===== config.mk =====
export PLATFORM = sky130hd
export DESIGN_NAME = partial_store_unit
export DESIGN_NICKNAME = d
export VERILOG_FILES = /design/src/rtl/partial_store_unit.sv
export SDC_FILE = /design/constraint.sdc
export NUM_CORES = 1
export LEC_CHECK = 0
export BUFFER_PORTS_ARGS = -buffer_cell sky130_fd_sc_hd__buf_2
export CAP_MARGIN = 30
export CORE_MARGIN = 2
export CORE_UTILIZATION = 40
export DETAILED_ROUTE_END_ITERATION = 7
export GPL_ROUTABILITY_DRIVEN = 1
export PLACE_DENSITY = 0.69
export SYNTH_ARGS = -nofsm -noshare
export SYNTH_HDL_FRONTEND = slang
export SYNTH_SLANG_ARGS = --single-unit

===== constraint.sdc =====
create_clock -name clk -period 4.3 [get_ports clk]
set_clock_uncertainty 0.15 [all_clocks]
set_input_delay 0.86 -clock clk [delete_from_list [all_inputs] [get_ports clk]]
set_output_delay 0.86 -clock clk [all_outputs]
set_load 0.005 [all_outputs]

===== src/rtl/partial_store_unit.sv =====
// partial_store_unit: registered store-alignment stage between execute and data memory.
// Turns a RISC-V store (funct3, byte address, register data) into one or two
// word-aligned write beats carrying a per-byte write mask.
// Optional feature macro: PSU_MISALIGN_SPLIT_EN. When defined, stores that straddle
// a word boundary are split into two beats. When undefined, such stores are
// rejected with ReqErr, and neither the BEAT1 state nor the upper-half registers exist.
module partial_store_unit #(
  parameter int XLEN   = 32,
  parameter int ADDR_W = 10
) (
  input  logic                clk,
  input  logic                rst_n,
  input  logic                ReqValid,
  output logic                ReqReady,
  input  logic [2:0]          ReqFunct3,
  input  logic [ADDR_W-1:0]   ReqAddr,
  input  logic [XLEN-1:0]     ReqData,
  output logic                ReqErr,
  output logic                MemValid,
  input  logic                MemReady,
  output logic [ADDR_W-1:0]   MemAddress,
  output logic [XLEN/8-1:0]   MemWriteMask,
  output logic [XLEN-1:0]     DataToMem,
  output logic                Busy
);

  localparam int NB    = XLEN / 8;
  localparam int OFS_W = $clog2(NB);
`ifdef PSU_MISALIGN_SPLIT_EN
  localparam int SH_W  = 2 * XLEN;
`else
  localparam int SH_W  = XLEN;
`endif

`ifdef PSU_MISALIGN_SPLIT_EN
  typedef enum logic [1:0] {IDLE, BEAT0, BEAT1} state_t;
`else
  typedef enum logic [1:0] {IDLE, BEAT0} state_t;
`endif

  state_t state, next_state;

  logic [ADDR_W-1:0] addr_p1;
  logic [NB-1:0]     mask_p1;
  logic [XLEN-1:0]   data_p1;
  logic              err_p1;
`ifdef PSU_MISALIGN_SPLIT_EN
  logic [NB-1:0]     hi_mask_p1;
  logic [XLEN-1:0]   hi_data_p1;
`endif

  logic [1:0]        size;
  logic [SH_W-1:0]   sh;
  logic [2*NB-1:0]   m;
  logic              illegal;
  logic              accept;

  // Keeps only the bytes of the register that the store size covers.
  function automatic logic [XLEN-1:0] size_data_mask(input logic [1:0] sz);
    case (sz)
      2'd0:    return XLEN'(8'hFF);
      2'd1:    return XLEN'(16'hFFFF);
      2'd2:    return XLEN'(32'hFFFF_FFFF);
      default: return '1;
    endcase
  endfunction

  // Unshifted byte-enable pattern for a store size.
  function automatic logic [7:0] size_byte_mask(input logic [1:0] sz);
    case (sz)
      2'd0:    return 8'h01;
      2'd1:    return 8'h03;
      2'd2:    return 8'h0F;
      default: return 8'hFF;
    endcase
  endfunction

  assign size   = ReqFunct3[1:0];
  assign accept = ReqValid && ReqReady;

  // Decode the incoming store into lane-shifted data/mask and a legality flag.
  always_comb begin
    sh      = SH_W'(ReqData & size_data_mask(size)) << {ReqAddr[OFS_W-1:0], 3'b000};
    m       = (2*NB)'(size_byte_mask(size)) << ReqAddr[OFS_W-1:0];
    illegal = ReqFunct3[2] || ((XLEN == 32) && (size == 2'd3));
`ifndef PSU_MISALIGN_SPLIT_EN
    illegal = illegal || (m[2*NB-1:NB] != '0);
`endif
  end

  // State register; reset aborts any pending beat immediately.
  always_ff @(posedge clk or negedge rst_n) begin
    if (!rst_n) state <= IDLE;
    else        state <= next_state;
  end

  // Next-state logic.
  always_comb begin
    next_state = state;
    case (state)
      IDLE:  if (accept && !illegal) next_state = BEAT0;
`ifdef PSU_MISALIGN_SPLIT_EN
      BEAT0: if (MemReady) next_state = (hi_mask_p1 != '0) ? BEAT1 : IDLE;
      BEAT1: if (MemReady) next_state = IDLE;
`else
      BEAT0: if (MemReady) next_state = IDLE;
`endif
      default: next_state = IDLE;
    endcase
  end

  // Handshake outputs decoded from state.
  always_comb begin
    ReqReady = (state == IDLE);
    MemValid = (state != IDLE);
    Busy     = (state != IDLE);
  end

  // Beat registers: load beat0 on accept, swap in beat1 or clear on handshake.
  always_ff @(posedge clk or negedge rst_n) begin
    if (!rst_n) begin
      addr_p1    <= '0;
      mask_p1    <= '0;
      data_p1    <= '0;
      err_p1     <= 1'b0;
`ifdef PSU_MISALIGN_SPLIT_EN
      hi_mask_p1 <= '0;
      hi_data_p1 <= '0;
`endif
    end else begin
      err_p1 <= 1'b0;
      case (state)
        IDLE: begin
          if (accept) begin
            if (illegal) begin
              err_p1 <= 1'b1;
            end else begin
              addr_p1    <= {ReqAddr[ADDR_W-1:OFS_W], {OFS_W{1'b0}}};
              mask_p1    <= m[NB-1:0];
              data_p1    <= sh[XLEN-1:0];
`ifdef PSU_MISALIGN_SPLIT_EN
              hi_mask_p1 <= m[2*NB-1:NB];
              hi_data_p1 <= sh[2*XLEN-1:XLEN];
`endif
            end
          end
        end
        BEAT0: begin
          if (MemReady) begin
`ifdef PSU_MISALIGN_SPLIT_EN
            if (hi_mask_p1 != '0) begin
              addr_p1 <= addr_p1 + ADDR_W'(NB);
              mask_p1 <= hi_mask_p1;
              data_p1 <= hi_data_p1;
            end else begin
              addr_p1 <= '0;
              mask_p1 <= '0;
              data_p1 <= '0;
            end
`else
            addr_p1 <= '0;
            mask_p1 <= '0;
            data_p1 <= '0;
`endif
          end
        end
        default: begin
          if (MemReady) begin
            addr_p1 <= '0;
            mask_p1 <= '0;
            data_p1 <= '0;
          end
        end
      endcase
    end
  end

  assign MemAddress   = addr_p1;
  assign MemWriteMask = mask_p1;
  assign DataToMem    = data_p1;
  assign ReqErr       = err_p1;

endmodule


==> summary.txt, run 1 <==
Synth
  – Seq/Total Area, Yosys: 50.19%
  – Synth Cell Area: between 0.002 and 0.0025 mm^2
  – Number of distinct standard cells referenced by the synthesized netlist: 33
  – Syn_area_per_cell: around 11 um^2
  – Top cells by area, synth: dfrtp_1 50%, a22o_1 8.8%, mux2_4 5.2%, a21oi_1 4.4%, mux2i_1 3.5%
  – Number of flops mapped to enable cells by yosys: 0
  – Synth top area share: 50.19%
  – Gate Count Post-Synth: approximately 200
  – Post-synth ARST share: 100.0%
  – Top_reg_cell synth: dfrtp_1
  – Post-synth top area cell: dfrtp_1
  – #FFs+latches synth: between 40 and 50
  – Synth cell count leaders: 46 x dfrtp_1, 23 x a22o_1, 20 x a21oi_1, 11 x clkbuf_1
  – Most common cell in the netlist: dfrtp_1
  – Synthesis Warnings: 0

Cells and area
  – Share of layout cells above drive strength 1: a little over two fifths
  – Nets: approximately 340
  – Area grow syn2layout: 26.90%
  – Antenna diodes: 0

Clock network
  – Clock buffer depth: 2
  – Clock-pin slew on the worst setup and hold paths: about 80 ps
  – Hold-fix buffers, CTS: 0
  – H-tree depth: 2
  – Num CTS Buffers: 5
  – CTS tree: built
  – Setup Buffers After CTS: 0
  – Clock sink count: between 40 and 50
  – Skew-Pair Late Insertion Delay: approximately 300 ps
  – Clk root buf: clkbuf_8
  – Resized cells post-CTS: 0

Worst setup path
  – R2R Path Start: state[0]$_DFFE_PN0P_
  – Crit path buffers/inverters: 2
  – Critical path class: input pin to flop
  – Peak per-stage delay on the critical path: 540 ps
  – Cell Chain, Critical Path: buf_2 > a21o_1 > a2111oi_4 > a21oi_4 > buf_4 > mux2_2
  – CP Max Fanout: 24
  – Worst Path Arrival: around 2700 ps
  – Critical Path End Type: flop
  – Startpoint types: input pin
  – Worst setup path startpoint: ReqAddr[1]
  – Crit Reg-Reg Endpoint: DataToMem[18]$_DFFE_PN0P_
  – Worst Path Required: around 4300 ps
  – CP top delay family: compound AO/OA/AOI/OAI gates
  – Critical-path top delay cell: a21oi_4
  – Reg2reg path depth: 4
  – R2R Setup Slk: between 2000 and 2500 ps

Routing
  – DRT Pass-1 Iters: 4
  – Vias/cell: around 5.4
  – DRC: 0
  – Vias: about 1.9k
  – Final wirelength: 6291 um
  – Drt initial violations: 132
  – Post-DR wirelength/cell: 17.43 um
  – Post-DRT Antenna Nets: 0

Hold path
  – Hold path start: DataToMem[14]$_DFFE_PN0P_
  – Hold Crit Depth: 1
  – Min-Delay Path Class: flop to flop
  – Worst Hold Endpoint: DataToMem[14]$_DFFE_PN0P_

Flow run
  – Maximum Capacitance Violations: 0

Timing
  – Post-route clock period utilization: 61.30%
  – Max-slew violation count: 0
  – Worst setup margin: 1664 ps
  – Max-slew headroom: around half
  – Max Freq: about 380 MHz
  – Final Hold Viols: 0
  – Setup tns final: 0 ps
  – Worst slew pin tran: roughly 740 ps
  – Final Setup Violations: 0
  – RSZ-0062 raised after global routing: no
  – Final period demand of the worst path: about 2600 ps

GRT
  – Total global-route track usage: 20.12%
  – Initial antenna violation count: 0
  – Final global-route overflow total: 0
  – Vias in the first global route: approximately 1.8k
  – Met3 Track Usage GR: under 10%
  – Grt met1 use: just under 30%
  – Met2 Usage GRT: a little under a third
  – Largest net degree at the start of global routing: 41
  – First-pass GRT wire length: about 9600 um
  – GRT busiest layer: met2

Placed design
  – GP Congestion: 0.7687
  – Pre-CTS setup slack: between 1000 and 1500 ps
  – Port-buffer cells: 96
  – Detailed placer's ending HPWL: about 4700 um

Power and ir drop
  – PwrDens: just under 400 mW/mm^2
  – Pleak: between 1.5 and 2 nW
  – Worst ir drop on vdd: around 0.21 mV

Floorplanning
  – Die Footprint: approximately 0.0064 mm^2
  – IO Pins: 99
  – Core Box Area: 0.005507 mm^2
  – Initial Utilization: 41.65%
  – Die height: around 80 um
  – # rows: 27
  – Die Wd: 79.72 um

Outcome
  – Status: finished, final reports clean
-- worst reg2reg max path: stages (launching register included) --
cell	delay (ps)
dfrtp_1	550
a2111oi_4	80
a21oi_4	540
buf_4	410
mux2_2	370
-- layout make-up --
| class | count | area [um^2] |
|---|---|---|
| clock inverters | 1 | 5.005 |
| fillers | 508 | 2596 |
| clock buffers | 7 | 86.33 |
| repair buffers | 100 | 530.5 |
| well taps | 72 | 90.09 |
| flip-flops and latches | 46 | 1151 |
| inverters | 3 | 11.26 |
| multi-input cells | 132 | 1036 |
-- kinds of logic after synthesis --
group                  share of synthesized area, %
AND/OR/NAND/NOR                               6.001
other                                        0.1635
AO/OA/AOI/OAI                                 27.82
multiplexers                                  10.69
buffers and inverters                         5.128
flip-flops                                    50.19
-- worst max-delay path by stage --
stage	endpoint	depth (start not counted)	slack, ps
2_1_floorplan	DataToMem[19]$_DFFE_PN0P_	6	1680
6_report	DataToMem[18]$_DFFE_PN0P_	6	1660
4_1_cts	DataToMem[18]$_DFFE_PN0P_	6	1660
5_1_grt	DataToMem[17]$_DFFE_PN0P_	6	1580
3_5_place_dp	DataToMem[18]$_DFFE_PN0P_	6	1350
3_3_place_gp	DataToMem[15]$_DFFE_PN0P_	6	1390
-- report_power, final --
part / switching (mW) / total, mW / internal (mW)
Sequential: 0.0492 / 0.562 / 0.513
Clock: 0.142 / 0.272 / 0.130
Combinational: 0.141 / 0.312 / 0.171
Total: 0.333 / 1.15 / 0.814
-- state kept, by name, summed over array words and instances, names as in the netlist --
register,flops
MemAddress,8
MemWriteMask,4
DataToMem,32
state,1
ReqErr,1
-- per-layer routing --
metal | up-vias | wire, um | part of all wire, %
li1 | 936 | - | -
met1 | 931 | 2902 | 46
met2 | 75 | 2931 | 47
met3 | 4 | 422 | 6.7
met4 | 0 | 35 | 0.56
met5 | - | 0 | 0
-- stage by stage --
step | util (%) | hold slack, ps | area (um^2) | power, mW | instances
3_5_place_dp | 51.19 | 320.6 | 2819 | 0.8849 | 353
6_report | 52.85 | 338.8 | 2910 | 1.146 | 361
5_1_grt | 52.85 | 365.6 | 2910 | 1.213 | 361
2_1_floorplan | - | 323.4 | 2297 | 0.7298 | 203
3_3_place_gp | 50.69 | 326.8 | 2791 | 0.8774 | 352
4_1_cts | 52.85 | 343.5 | 2910 | 1.156 | 361
-- placed cells by master, fill, tap and decap left out, types with 2 or more instances in the layout --
| cell type | instances |
|---|---|
| buf_2 | 96 |
| dfrtp_1 | 46 |
| a22o_1 | 23 |
| a21oi_1 | 20 |
| nor2b_1 | 8 |
| o2bb2ai_1 | 8 |
| mux2i_1 | 8 |
| mux2_4 | 8 |
| a32oi_1 | 8 |
| nand2_1 | 6 |
| a22oi_1 | 6 |
| o22ai_1 | 6 |
| clkbuf_8 | 6 |
| o21ai_0 | 5 |
| a21o_1 | 4 |
| mux2_2 | 4 |
| inv_1 | 3 |
| buf_4 | 3 |
| nand2b_1 | 2 |
| nor2_1 | 2 |
| nor3_1 | 2 |
| and4_1 | 2 |
| conb_1 | 2 |
No activity file was read; power rests on OpenSTA's default activity.
==> run 2, diff against run 1 <==
PLACE_DENSITY = 0.72   (was 0.69)
clock period = 2.3 ns   (was 4.3 ns; I/O delays follow)
==> run 2 against run 1 <==
  * Register-to-register slack got worse by 1800 ps
  * Wire length decreased by 0.57%
  * Worst setup slack got worse by 1400 ps
  * Power increased by 88%
  * Sequential share of layout area decreased by 1.1 points
  * Clock power increased by 83%
  * Core utilization increased by 1.5 points
  * Die area unchanged
  * First-iteration DRC count increased by 15%
  * Sequential power increased by 87%
  * Combinational power increased by 93%
  * Largest cell class unchanged
==> summary.txt, run 2 (synthesis results as in run 1) <==
Routing
  – Final wirelength: about 6300 um
  – DRT Pass-1 Iters: 4
  – Post-DRT Antenna Nets: 0
  – DRC: 0
  – Vias: slightly above 2k
  – Drt initial violations: roughly 150
  – Vias/cell: about 5.5
  – Post-DR wirelength/cell: approximately 17 um

GRT
  – Initial antenna violation count: 0
  – Largest net degree at the start of global routing: 47
  – Total global-route track usage: between 20% and 30%
  – Met3 Track Usage GR: 2.941%
  – GRT busiest layer: met2
  – First-pass GRT wire length: between 9000 and 10000 um
  – Met2 Usage GRT: 32.35%
  – Grt met1 use: between 20 and 30%
  – Final global-route overflow total: 0
  – Vias in the first global route: slightly below 2k

Worst setup path
  – Startpoint types: input pin
  – Peak per-stage delay on the critical path: 440 ps
  – Cell Chain, Critical Path: buf_2 > a21o_1 > a2111oi_4 > a21oi_4 > buf_16 > buf_4 > a22o_1
  – R2R Setup Slk: ~320 ps
  – Reg2reg path depth: 4
  – Crit Reg-Reg Endpoint: DataToMem[16]$_DFFE_PN0P_
  – Critical Path End Type: flop
  – Worst Path Arrival: slightly above 2000 ps
  – Critical-path top delay cell: a2111oi_4
  – CP Max Fanout: 19
  – R2R Path Start: state[0]$_DFFE_PN0P_
  – Critical path class: input pin to flop
  – Worst Path Required: between 2000 and 2500 ps

Timing
  – Max-slew violation count: 0
  – RSZ-0062 raised after global routing: no
  – Final Hold Viols: 0
  – Max-slew headroom: a little under three fifths
  – Worst slew pin tran: 634.9 ps
  – Post-route clock period utilization: roughly 87%
  – Final period demand of the worst path: 1995 ps
  – Max Freq: ~500 MHz
  – Final Setup Violations: 0

Clock network
  – Clk root buf: clkbuf_8
  – Clock-pin slew on the worst setup and hold paths: around 80 ps
  – Clock buffer depth: 2
  – H-tree depth: 2
  – Setup Buffers After CTS: 0
  – Num CTS Buffers: 5
  – Resized cells post-CTS: 0
  – Skew-Pair Late Insertion Delay: 290 ps
  – Clock sink count: 46
  – CTS tree: built

Hold path
  – Hold path start: MemReady
  – Min-Delay Path Class: input pin to flop
  – Worst Hold Endpoint: state[0]$_DFFE_PN0P_
  – Hold Crit Depth: 2

Cells and area
  – Share of layout cells above drive strength 1: approximately 44%
  – Nets: 346
  – Area grow syn2layout: 30.50%
  – Most frequent cells in the layout: 96 x buf_2, 46 x dfrtp_1, 23 x a22o_1
  – Most common cell after layout, fill and taps aside: buf_2
  – Max reg flops: 32
  – Antenna diodes: 0
  – Final Non-Filler Cells: between 300 and 400

Placed design
  – GP Congestion: 0.7916
  – Detailed placer's ending HPWL: 4734 um
  – Inst Count DP: between 300 and 400
  – Port-buffer cells: 96

Outcome
  – Status: finished, final reports clean

Power and ir drop
  – Pleak: 1.585 nW
  – Final Total Pwr: approximately 2.2 mW
  – PwrDens: 718.6 mW/mm^2
  – Worst ir drop on vdd: between 0.2 and 0.3 mV

Floorplanning
  – IO Pins: 99
  – Core Box Area: between 0.005 and 0.006 mm^2
  – Die Footprint: approximately 0.0064 mm^2
  – Initial Utilization: 41.65%
  – Die Wd: 79.72 um
  – # rows: 27
  – Die height: roughly 80 um

Flow run
  – Maximum Capacitance Violations: 0
run 2: report_power, final:
group          switching (mW)  leakage [nW]  internal [mW]  total [mW]
Sequential             0.0913         0.605          0.959        1.05
Combinational           0.266         0.932          0.337       0.603
Clock                   0.255        0.0482          0.243       0.498
run 2: critical path: cells and delay by family:
| kind | cells | cell delay (ps) |
|---|---|---|
| AOI/OAI and AO/OA | 4 | 1040 |
| buffers and inverters | 3 | 530 |
run 2: how the worst max path moves through the flow:
stage	startpoint	to	slack, ps	cells past startpoint
after global routing	state[0]$_DFFE_PN0P_	DataToMem[17]$_DFFE_PN0P_	210	4
after floorplan	ReqFunct3[0]	DataToMem[19]$_DFFE_PN0P_	80	6
final	ReqAddr[1]	MemAddress[2]$_DFFE_PN0P_	310	7
after detailed placement	ReqAddr[1]	MemAddress[2]$_DFFE_PN0P_	5	7
after global placement	ReqAddr[1]	DataToMem[18]$_DFFE_PN0P_	-50	5
after CTS	ReqAddr[1]	MemAddress[2]$_DFFE_PN0P_	310	7
run 2: layout make-up:
cell class	instances	area [um^2]
fillers	509	2514
flip-flops and latches	46	1151
multi-input cells	132	1036
repair buffers	109	613.1
well taps	72	90.09
clock buffers	7	86.33
inverters	3	11.26
clock inverters	1	5.005
run 2: metal layers:
layer	part of all wire [%]	routed length, um
met1	45	2840
met2	48	2977
met3	5.9	371
met4	1.0	65
met5	0	0
run 2: timing repair:
item | CTS | global route
setup endpoints to repair | 0 | 0
endpoints found under the hold margin | 10 | 0
hold buffers | 1 | 0
run 2: metrics by stage:
| stage | setup TNS, ps | util [%] | worst slack, ps | instance area, um^2 | hold slack (ps) |
|---|---|---|---|---|---|
| floorplan | 0 | - | 76.29 | 2297 | 14.41 |
| global placement | -277.6 | 52.01 | -48.43 | 2864 | 303.4 |
| detailed placement | 0 | 52.51 | 4.778 | 2892 | 315.7 |
| CTS | 0 | 54.35 | 311.9 | 2993 | 227.0 |
| global route | 0 | 54.35 | 205.1 | 2993 | 236.4 |
| finish | 0 | 54.35 | 305.5 | 2993 | 231.5 |
